## src/rtl/sysref_gate_if.sv

```systemverilog
// Control/status bundle between the register block and the SYSREF gate sequencer.
// sysref_in is the same synchronised SYSREF that the downstream gate register samples.
interface sysref_gate_if #(
    parameter int unsigned CNT_W = 8,
    parameter int unsigned TMO_W = 16
) ();
    logic             sysref_in;
    logic             start;
    logic             stop;
    logic             continuous;
    logic [CNT_W-1:0] num_pulses;
    logic [TMO_W-1:0] timeout_cycles;
    logic             enable_rclk;
    logic             busy;
    logic             done;
    logic             timeout;
    logic [CNT_W-1:0] pulse_count;

    modport master (
        output sysref_in, start, stop, continuous, num_pulses, timeout_cycles,
        input  enable_rclk, busy, done, timeout, pulse_count
    );

    modport slave (
        input  sysref_in, start, stop, continuous, num_pulses, timeout_cycles,
        output enable_rclk, busy, done, timeout, pulse_count
    );
endinterface

```

## src/rtl/sysref_gate_ctrl.sv

```systemverilog
// SYSREF gate sequencer: opens the capture gate only on a SYSREF low and closes it only on a
// low/falling edge, so forwarded pulses are never truncated except by a timeout abort.
module sysref_gate_ctrl #(
    parameter int unsigned CNT_W = 8,
    parameter int unsigned TMO_W = 16
) (
    input  logic          rfdc_clk,
    input  logic          rfdc_rst,
    sysref_gate_if.slave  ctl
);

    typedef enum logic [1:0] {StIdle, StArm, StActive, StStopping} state_e;

    state_e           r_state, w_state_d;
    logic             r_sysref_prev;
    logic             r_cont, w_cont_d;
    logic [CNT_W-1:0] r_num, w_num_d;
    logic [TMO_W-1:0] r_tmo, w_tmo_d;
    logic [TMO_W-1:0] r_timer, w_timer_d;
    logic [CNT_W-1:0] r_count, w_count_d;
    logic             r_timeout, w_timeout_d;
    logic             r_done, w_done_d;
    logic             r_enable, w_enable_d;

    logic             w_fe;
    logic             w_low;
    logic             w_expire;
    logic [CNT_W-1:0] w_count_inc;
    logic [TMO_W-1:0] w_timer_inc;

    assign w_fe        = r_sysref_prev & ~ctl.sysref_in;
    assign w_low       = ~ctl.sysref_in;
    assign w_count_inc = r_count + CNT_W'(1);
    assign w_timer_inc = r_timer + TMO_W'(1);
    // Timer never exceeds T-1, so the increment cannot overflow before matching.
    assign w_expire    = (r_tmo != '0) && (w_timer_inc == r_tmo);

    always_comb begin
        w_state_d   = r_state;
        w_cont_d    = r_cont;
        w_num_d     = r_num;
        w_tmo_d     = r_tmo;
        w_timer_d   = r_timer;
        w_count_d   = r_count;
        w_timeout_d = r_timeout;
        w_done_d    = 1'b0;

        unique case (r_state)
            StIdle: begin
                if (ctl.start) begin
                    w_cont_d    = ctl.continuous;
                    w_num_d     = ctl.num_pulses;
                    w_tmo_d     = ctl.timeout_cycles;
                    w_count_d   = '0;
                    w_timeout_d = 1'b0;
                    w_timer_d   = '0;
                    if (!ctl.continuous && (ctl.num_pulses == '0)) begin
                        w_done_d = 1'b1;
                    end else begin
                        w_state_d = StArm;
                    end
                end
            end

            StArm: begin
                if (ctl.stop) begin
                    w_state_d = StIdle;
                    w_done_d  = 1'b1;
                end else if (w_low) begin
                    w_state_d = StActive;
                    w_timer_d = '0;
                end else if (w_expire) begin
                    w_state_d   = StIdle;
                    w_done_d    = 1'b1;
                    w_timeout_d = 1'b1;
                    w_timer_d   = '0;
                end else begin
                    w_timer_d = w_timer_inc;
                end
            end

            StActive: begin
                if (w_fe) begin
                    // A falling edge beats both a stop and a timer expiry in the same cycle.
                    w_count_d = w_count_inc;
                    w_timer_d = '0;
                    if ((!r_cont && (w_count_inc == r_num)) || ctl.stop) begin
                        w_state_d = StIdle;
                        w_done_d  = 1'b1;
                    end
                end else if (ctl.stop && w_low) begin
                    w_state_d = StIdle;
                    w_done_d  = 1'b1;
                end else if (w_expire) begin
                    w_state_d   = StIdle;
                    w_done_d    = 1'b1;
                    w_timeout_d = 1'b1;
                    w_timer_d   = '0;
                end else if (ctl.stop) begin
                    w_state_d = StStopping;
                    w_timer_d = '0;
                end else begin
                    w_timer_d = w_timer_inc;
                end
            end

            StStopping: begin
                if (w_fe) begin
                    w_count_d = w_count_inc;
                    w_timer_d = '0;
                    w_state_d = StIdle;
                    w_done_d  = 1'b1;
                end else if (w_expire) begin
                    w_state_d   = StIdle;
                    w_done_d    = 1'b1;
                    w_timeout_d = 1'b1;
                    w_timer_d   = '0;
                end else begin
                    w_timer_d = w_timer_inc;
                end
            end

            default: w_state_d = StIdle;
        endcase

        w_enable_d = (w_state_d == StActive) || (w_state_d == StStopping);
    end

    always_ff @(posedge rfdc_clk) begin
        if (rfdc_rst) begin
            r_state       <= StIdle;
            r_sysref_prev <= 1'b0;
            r_cont        <= 1'b0;
            r_num         <= '0;
            r_tmo         <= '0;
            r_timer       <= '0;
            r_count       <= '0;
            r_timeout     <= 1'b0;
            r_done        <= 1'b0;
            r_enable      <= 1'b0;
        end else begin
            r_state       <= w_state_d;
            r_sysref_prev <= ctl.sysref_in;
            r_cont        <= w_cont_d;
            r_num         <= w_num_d;
            r_tmo         <= w_tmo_d;
            r_timer       <= w_timer_d;
            r_count       <= w_count_d;
            r_timeout     <= w_timeout_d;
            r_done        <= w_done_d;
            r_enable      <= w_enable_d;
        end
    end

    assign ctl.enable_rclk = r_enable;
    assign ctl.busy        = (r_state != StIdle);
    assign ctl.done        = r_done;
    assign ctl.timeout     = r_timeout;
    assign ctl.pulse_count = r_count;

endmodule

```

## src/flat_wrapper.sv

```systemverilog
// flat-port wrapper written by rule: the top's interface ports become plain ports
module sysref_gate_ctrl_flat 
#(
    parameter int unsigned CNT_W = 8,
    parameter int unsigned TMO_W = 16
)
  (rfdc_clk, rfdc_rst, ctl_sysref_in, ctl_start, ctl_stop, ctl_continuous, ctl_num_pulses, ctl_timeout_cycles, ctl_enable_rclk, ctl_busy, ctl_done, ctl_timeout, ctl_pulse_count);
  sysref_gate_if #(.CNT_W(CNT_W), .TMO_W(TMO_W)) ctl_i ();
  input  logic rfdc_clk;
  input  logic rfdc_rst;
  input wire logic [$bits(ctl_i.sysref_in)-1:0] ctl_sysref_in;
  input wire logic [$bits(ctl_i.start)-1:0] ctl_start;
  input wire logic [$bits(ctl_i.stop)-1:0] ctl_stop;
  input wire logic [$bits(ctl_i.continuous)-1:0] ctl_continuous;
  input wire logic [$bits(ctl_i.num_pulses)-1:0] ctl_num_pulses;
  input wire logic [$bits(ctl_i.timeout_cycles)-1:0] ctl_timeout_cycles;
  output wire logic [$bits(ctl_i.enable_rclk)-1:0] ctl_enable_rclk;
  output wire logic [$bits(ctl_i.busy)-1:0] ctl_busy;
  output wire logic [$bits(ctl_i.done)-1:0] ctl_done;
  output wire logic [$bits(ctl_i.timeout)-1:0] ctl_timeout;
  output wire logic [$bits(ctl_i.pulse_count)-1:0] ctl_pulse_count;
  assign ctl_i.sysref_in = ctl_sysref_in;
  assign ctl_i.start = ctl_start;
  assign ctl_i.stop = ctl_stop;
  assign ctl_i.continuous = ctl_continuous;
  assign ctl_i.num_pulses = ctl_num_pulses;
  assign ctl_i.timeout_cycles = ctl_timeout_cycles;
  assign ctl_enable_rclk = ctl_i.enable_rclk;
  assign ctl_busy = ctl_i.busy;
  assign ctl_done = ctl_i.done;
  assign ctl_timeout = ctl_i.timeout;
  assign ctl_pulse_count = ctl_i.pulse_count;
  sysref_gate_ctrl #(.CNT_W(CNT_W), .TMO_W(TMO_W)) u_core (.rfdc_clk(rfdc_clk), .rfdc_rst(rfdc_rst), .ctl(ctl_i));
endmodule
```

## config.mk

```make
export PLATFORM = sky130hd
export DESIGN_NAME = sysref_gate_ctrl_flat
export DESIGN_NICKNAME = d
export VERILOG_FILES = /design/src/rtl/sysref_gate_if.sv /design/src/rtl/sysref_gate_ctrl.sv /design/src/flat_wrapper.sv
export SDC_FILE = /design/constraint.sdc
export NUM_CORES = 1
export LEC_CHECK = 0
export BUFFER_PORTS_ARGS = -buffer_cell sky130_fd_sc_hd__buf_2
export CAP_MARGIN = 5
export CORE_ASPECT_RATIO = 0.9
export CORE_MARGIN = 2
export CORE_UTILIZATION = 40
export CTS_CLUSTER_SIZE = 30
export DETAILED_ROUTE_END_ITERATION = 10
export GPL_TIMING_DRIVEN = 0
export PLACE_DENSITY_LB_ADDON = 0.2
export SLEW_MARGIN = 20
export SYNTH_ARGS = -nofsm -noshare
export SYNTH_HDL_FRONTEND = slang
export SYNTH_SLANG_ARGS = --single-unit
```

## constraint.sdc

```tcl
create_clock -name rfdc_clk -period 4.2 [get_ports rfdc_clk]
set_input_delay 0.42 -clock rfdc_clk [delete_from_list [all_inputs] [get_ports rfdc_clk]]
set_output_delay 0.42 -clock rfdc_clk [all_outputs]
set_load 0.005 [all_outputs]
```

==> results.txt <==
- Result of the run: finished clean
- The number of antenna violations at the first check in global routing came to 0.
- Clock tree synthesis inserted a total of 5 buffers.
- MaxCap Viol Count: 0
* Pre-antenna DRT Iters: 6
- WHS Path Cells: 3
- After detailed routing, the average wire length per cell comes to about 15 um.
* Overall routed net length: 8222 um
* Syn nets: 446
- The final hold violation count is 0.
- Area growth, synth to finish: 13.80%
* IO Count: 42
* Critical path start-end classification: reg2reg
- The number of setup buffers added after CTS is 0.
- Busiest grt layer: met1
- Detailed routing inserted a total of 3019 vias.
- Data on the critical path arrives at its endpoint at 3310 ps.
- Reg-to-reg critical path endpoint: u_core.r_timer[10]
- Count of standard-cell rows: 30
- In the synthesized netlist, the cells that appear most often are 79 x nand2_1, 55 x dfxtp_1, 37 x a21oi_1.
- Number of nets still failing antenna checks after routing: 0
* Async SR Flop Fraction: 0%
* Path class of the lowest-slack min-delay path: in2reg
- TritonCTS built the clock tree.
- Width of the chip: about 97 um
* Master of the slowest instance on the critical path: dfxtp_1
- Combined global-route utilization of all metal layers: 19.62%
* Highest ir drop seen on vdd: around 0.19 mV
- The repair_antennas step left the layout with diodes totalling 0.
* Weighted congestion reported at the end of routability-driven placement: 0.8761
- Post-synth EDFFs: 0
- Worst Max-Slew Pin Slew: 730.2 ps
* Final setup violation count: 0
* Required time of the critical path: 4370 ps
- Type of destination of the critical path: flip-flop
* Maximum number of pins on one net before global-route repair: 17
- Global-route wire length before repair: 13530 um
* Normalized max-slew margin: between 50 and 60%
- Register bit count reported by yosys: 55
- The worst register-to-register path has a depth of 9.
* Share of the clock period used by the worst path after layout: 74.81%
- The top cell type by area accounts for 35.20% of the synthesized area.
- Summed over all cells, the static leakage comes to approximately 0.0014 uW.
* CTS Root Cell: clkbuf_8
* Initial standard-cell utilization of the core: 41.46%
- Number of global-route vias before repair: ~2600
- Of all cell types, the one taking the most synthesized area is dfxtp_1.
* Max-slew violation count: 0
- In this run the number of H-tree levels came out at 2.
- Worst setup path startpoint: u_core.r_timer[0]
- For this run, the leading register cell type out of synthesis is dfxtp_1.
- Global-route track usage on met3: roughly 3.9%
* Via density per instance: 5.410
* Worst-path clk slew: 100 ps
* Count of warnings emitted by yosys: 0
- For this design the ratio of total power to cell area is around 300 nW/um^2.
- For this design, the sink count on the clock tree is 55.
* Unique masters post-synth: 55
* Post-detail-place hpwl: 6273 um
- In this run, the number of DRC markers left after iteration 0 of detailed routing was approximately 200.
* Slack of the worst reg-to-reg path: 1060 ps
- Hold repair after CTS inserted 0 buffers.
* Cell mode on critical path: and3_1
- Post-detailed-route DRC marker count: 0
* DIE HEIGHT: just under 90 um
* Delay of the slowest cell on the worst path: roughly 500 ps
* Nets@finish: 494
* Met2 usage in global routing: 28.03%
- Placeable core region: between 7000 and 8000 um^2
* WHS Endpoint: u_core.r_tmo[0]
- Met1 Use GR: between 30 and 40%
* Minimum clock period after layout: 3142 ps
- Summing the sequential cell areas from Yosys gives a little over a third of the chip area.
- RSZ-0062 raised after global routing: no
- Static timing analysis puts the maximum clock frequency at 0.3183 GHz.
- Top cells by area, synth: dfxtp_1 35%, nand2_1 9.5%, xnor2_1 7.0%
- Gates resized during post-CTS repair numbered 0.
- For this run the aggregate overflow at the end of global routing stands at 0.
- Total power for the finished layout comes to 1055 uW.
- Max Clock Skew: 5.591 ps
- During placement, the flow inserted port buffers numbering 41.
- In the synthesized netlist, the number of instances is 414.
* Mapped Avg Cell Area: 7.556 um^2
- Mapped cell area: 3128 um^2
- Final total negative setup slack: 0 ps
- Share of final-layout standard cells stronger than drive strength 1: 14.94%
* Crit Reg-Reg Startpoint: u_core.r_timer[0]
* Number of fillers in the final layout: 776
- DIE AREA: between 8000 and 9000 um^2
- Sort of element at the start of the critical path: flip-flop
- For the worst-skew pair, the clock arrives at the later sink with an insertion delay of 300 ps.
- Dominant cell by count in the synthesized netlist: nand2_1
- Startpoint of the most critical hold path: ctl_timeout_cycles[0]
- Counting along the longest clock path gives a buffer depth of 2.
* Chain of cells forming the critical path: ha_1 > and3_1 > clkbuf_1 > and3_1 > xnor2_1 > nor4_1 > nand4_2 > nand2_1 > o311ai_0
* Maximum fanout count along the critical path: 9
-- how the worst max path moves through the flow --
stage	end	slack (ps)
2_1_floorplan	u_core.r_timer[11]	1640
3_3_place_gp	u_core.r_timer[10]	1090
3_5_place_dp	u_core.r_timer[9]	1120
4_1_cts	u_core.r_timer[9]	1090
5_1_grt	u_core.r_timer[9]	770
6_report	u_core.r_timer[10]	1060
-- power by group --
part | total [uW] | internal, uW | switching, uW
Clock | 351 | 175 | 176
Combinational | 147 | 60.0 | 86.6
Sequential | 558 | 539 | 18.2
-- placed cells by master, fill, tap and decap left out, types with 2 or more instances in the layout --
cell type,n
a21o_1,2
a21oi_1,37
a22oi_1,4
a31oi_1,8
and2_1,3
and3_1,4
buf_2,47
clkbuf_1,18
clkbuf_8,5
dfxtp_1,55
ha_1,2
inv_1,8
mux2i_1,3
nand2_1,79
nand2b_1,3
nand3_1,24
nand4_1,7
nand4b_1,2
nor2_1,31
nor2b_1,3
nor3_1,4
nor4_1,13
o21a_1,2
o21ai_0,20
o21bai_1,2
o22ai_1,3
o31ai_1,2
or2_2,3
or3_1,3
or4_1,2
xnor2_1,25
xor2_1,12
-- per-stage QoR --
stage	hold slack, ps	instances	utilization, %	setup WS, ps	instance area (um^2)
2_1_floorplan	436.5	414	-	1639	3128
6_report	342.4	558	47.18	1058	3560
3_5_place_dp	459.8	551	45.77	1121	3453
5_1_grt	319.3	558	47.18	768.3	3560
4_1_cts	337.2	558	47.18	1091	3560
3_3_place_gp	452.9	551	45.77	1089	3453
-- per-layer routing --
layer | wire length (um) | up-vias | part of all wire (%)
met1 | 4421 | 1363 | 54
met4 | 33 | 0 | 0.40
li1 | - | 1560 | -
met2 | 3325 | 94 | 40
met3 | 442 | 2 | 5.4
met5 | 0 | - | 0
-- registers in the layout, indices dropped and copies added (netlist names) --
register and count:
u_core.r_timer 16, u_core.r_tmo 16, u_core.ctl.pulse_count 8, u_core.r_num 8, u_core.r_state 2, u_core.ctl.done 1, u_core.ctl.enable_rclk 1, u_core.ctl.timeout 1
u_core.r_cont 1, u_core.r_sysref_prev 1
-- worst max-delay path, delay by kind of cell (launching register included) --
kind	cells	cell delay [ps]
adders and majority gates	1	350
xor gates and xnor gates	1	90
AOI/OAI and AO/OA	1	180
buffers and inverters	1	240
DFF	1	500
and+or+nand+nor	5	1650
-- layout make-up --
type | count | area (um^2) | area share [%]
plain buffers | 26 | 116.4 | 3.269
inverters | 8 | 30.03 | 0.8436
clock buffers | 5 | 68.82 | 1.933
well taps | 96 | 120.1 | 3.374
flip-flops and latches | 55 | 1101 | 30.93
repair buffers | 41 | 205.2 | 5.765
clock inverters | 2 | 37.54 | 1.054
multi-input cells | 325 | 1881 | 52.83
-- kinds of logic after synthesis --
| kind of cell | Yosys count | share of synthesized area [%] |
|---|---|---|
| and+or+nand+nor | 190 | 29.60 |
| muxes | 4 | 1.320 |
| adders and majority gates | 2 | 0.7999 |
| AOI/OAI and AO/OA | 92 | 18.04 |
| DFF | 55 | 35.20 |
| buffers and inverters | 34 | 4.680 |
| xor gates and xnor gates | 37 | 10.36 |
Power figures use the tool's default switching activity.
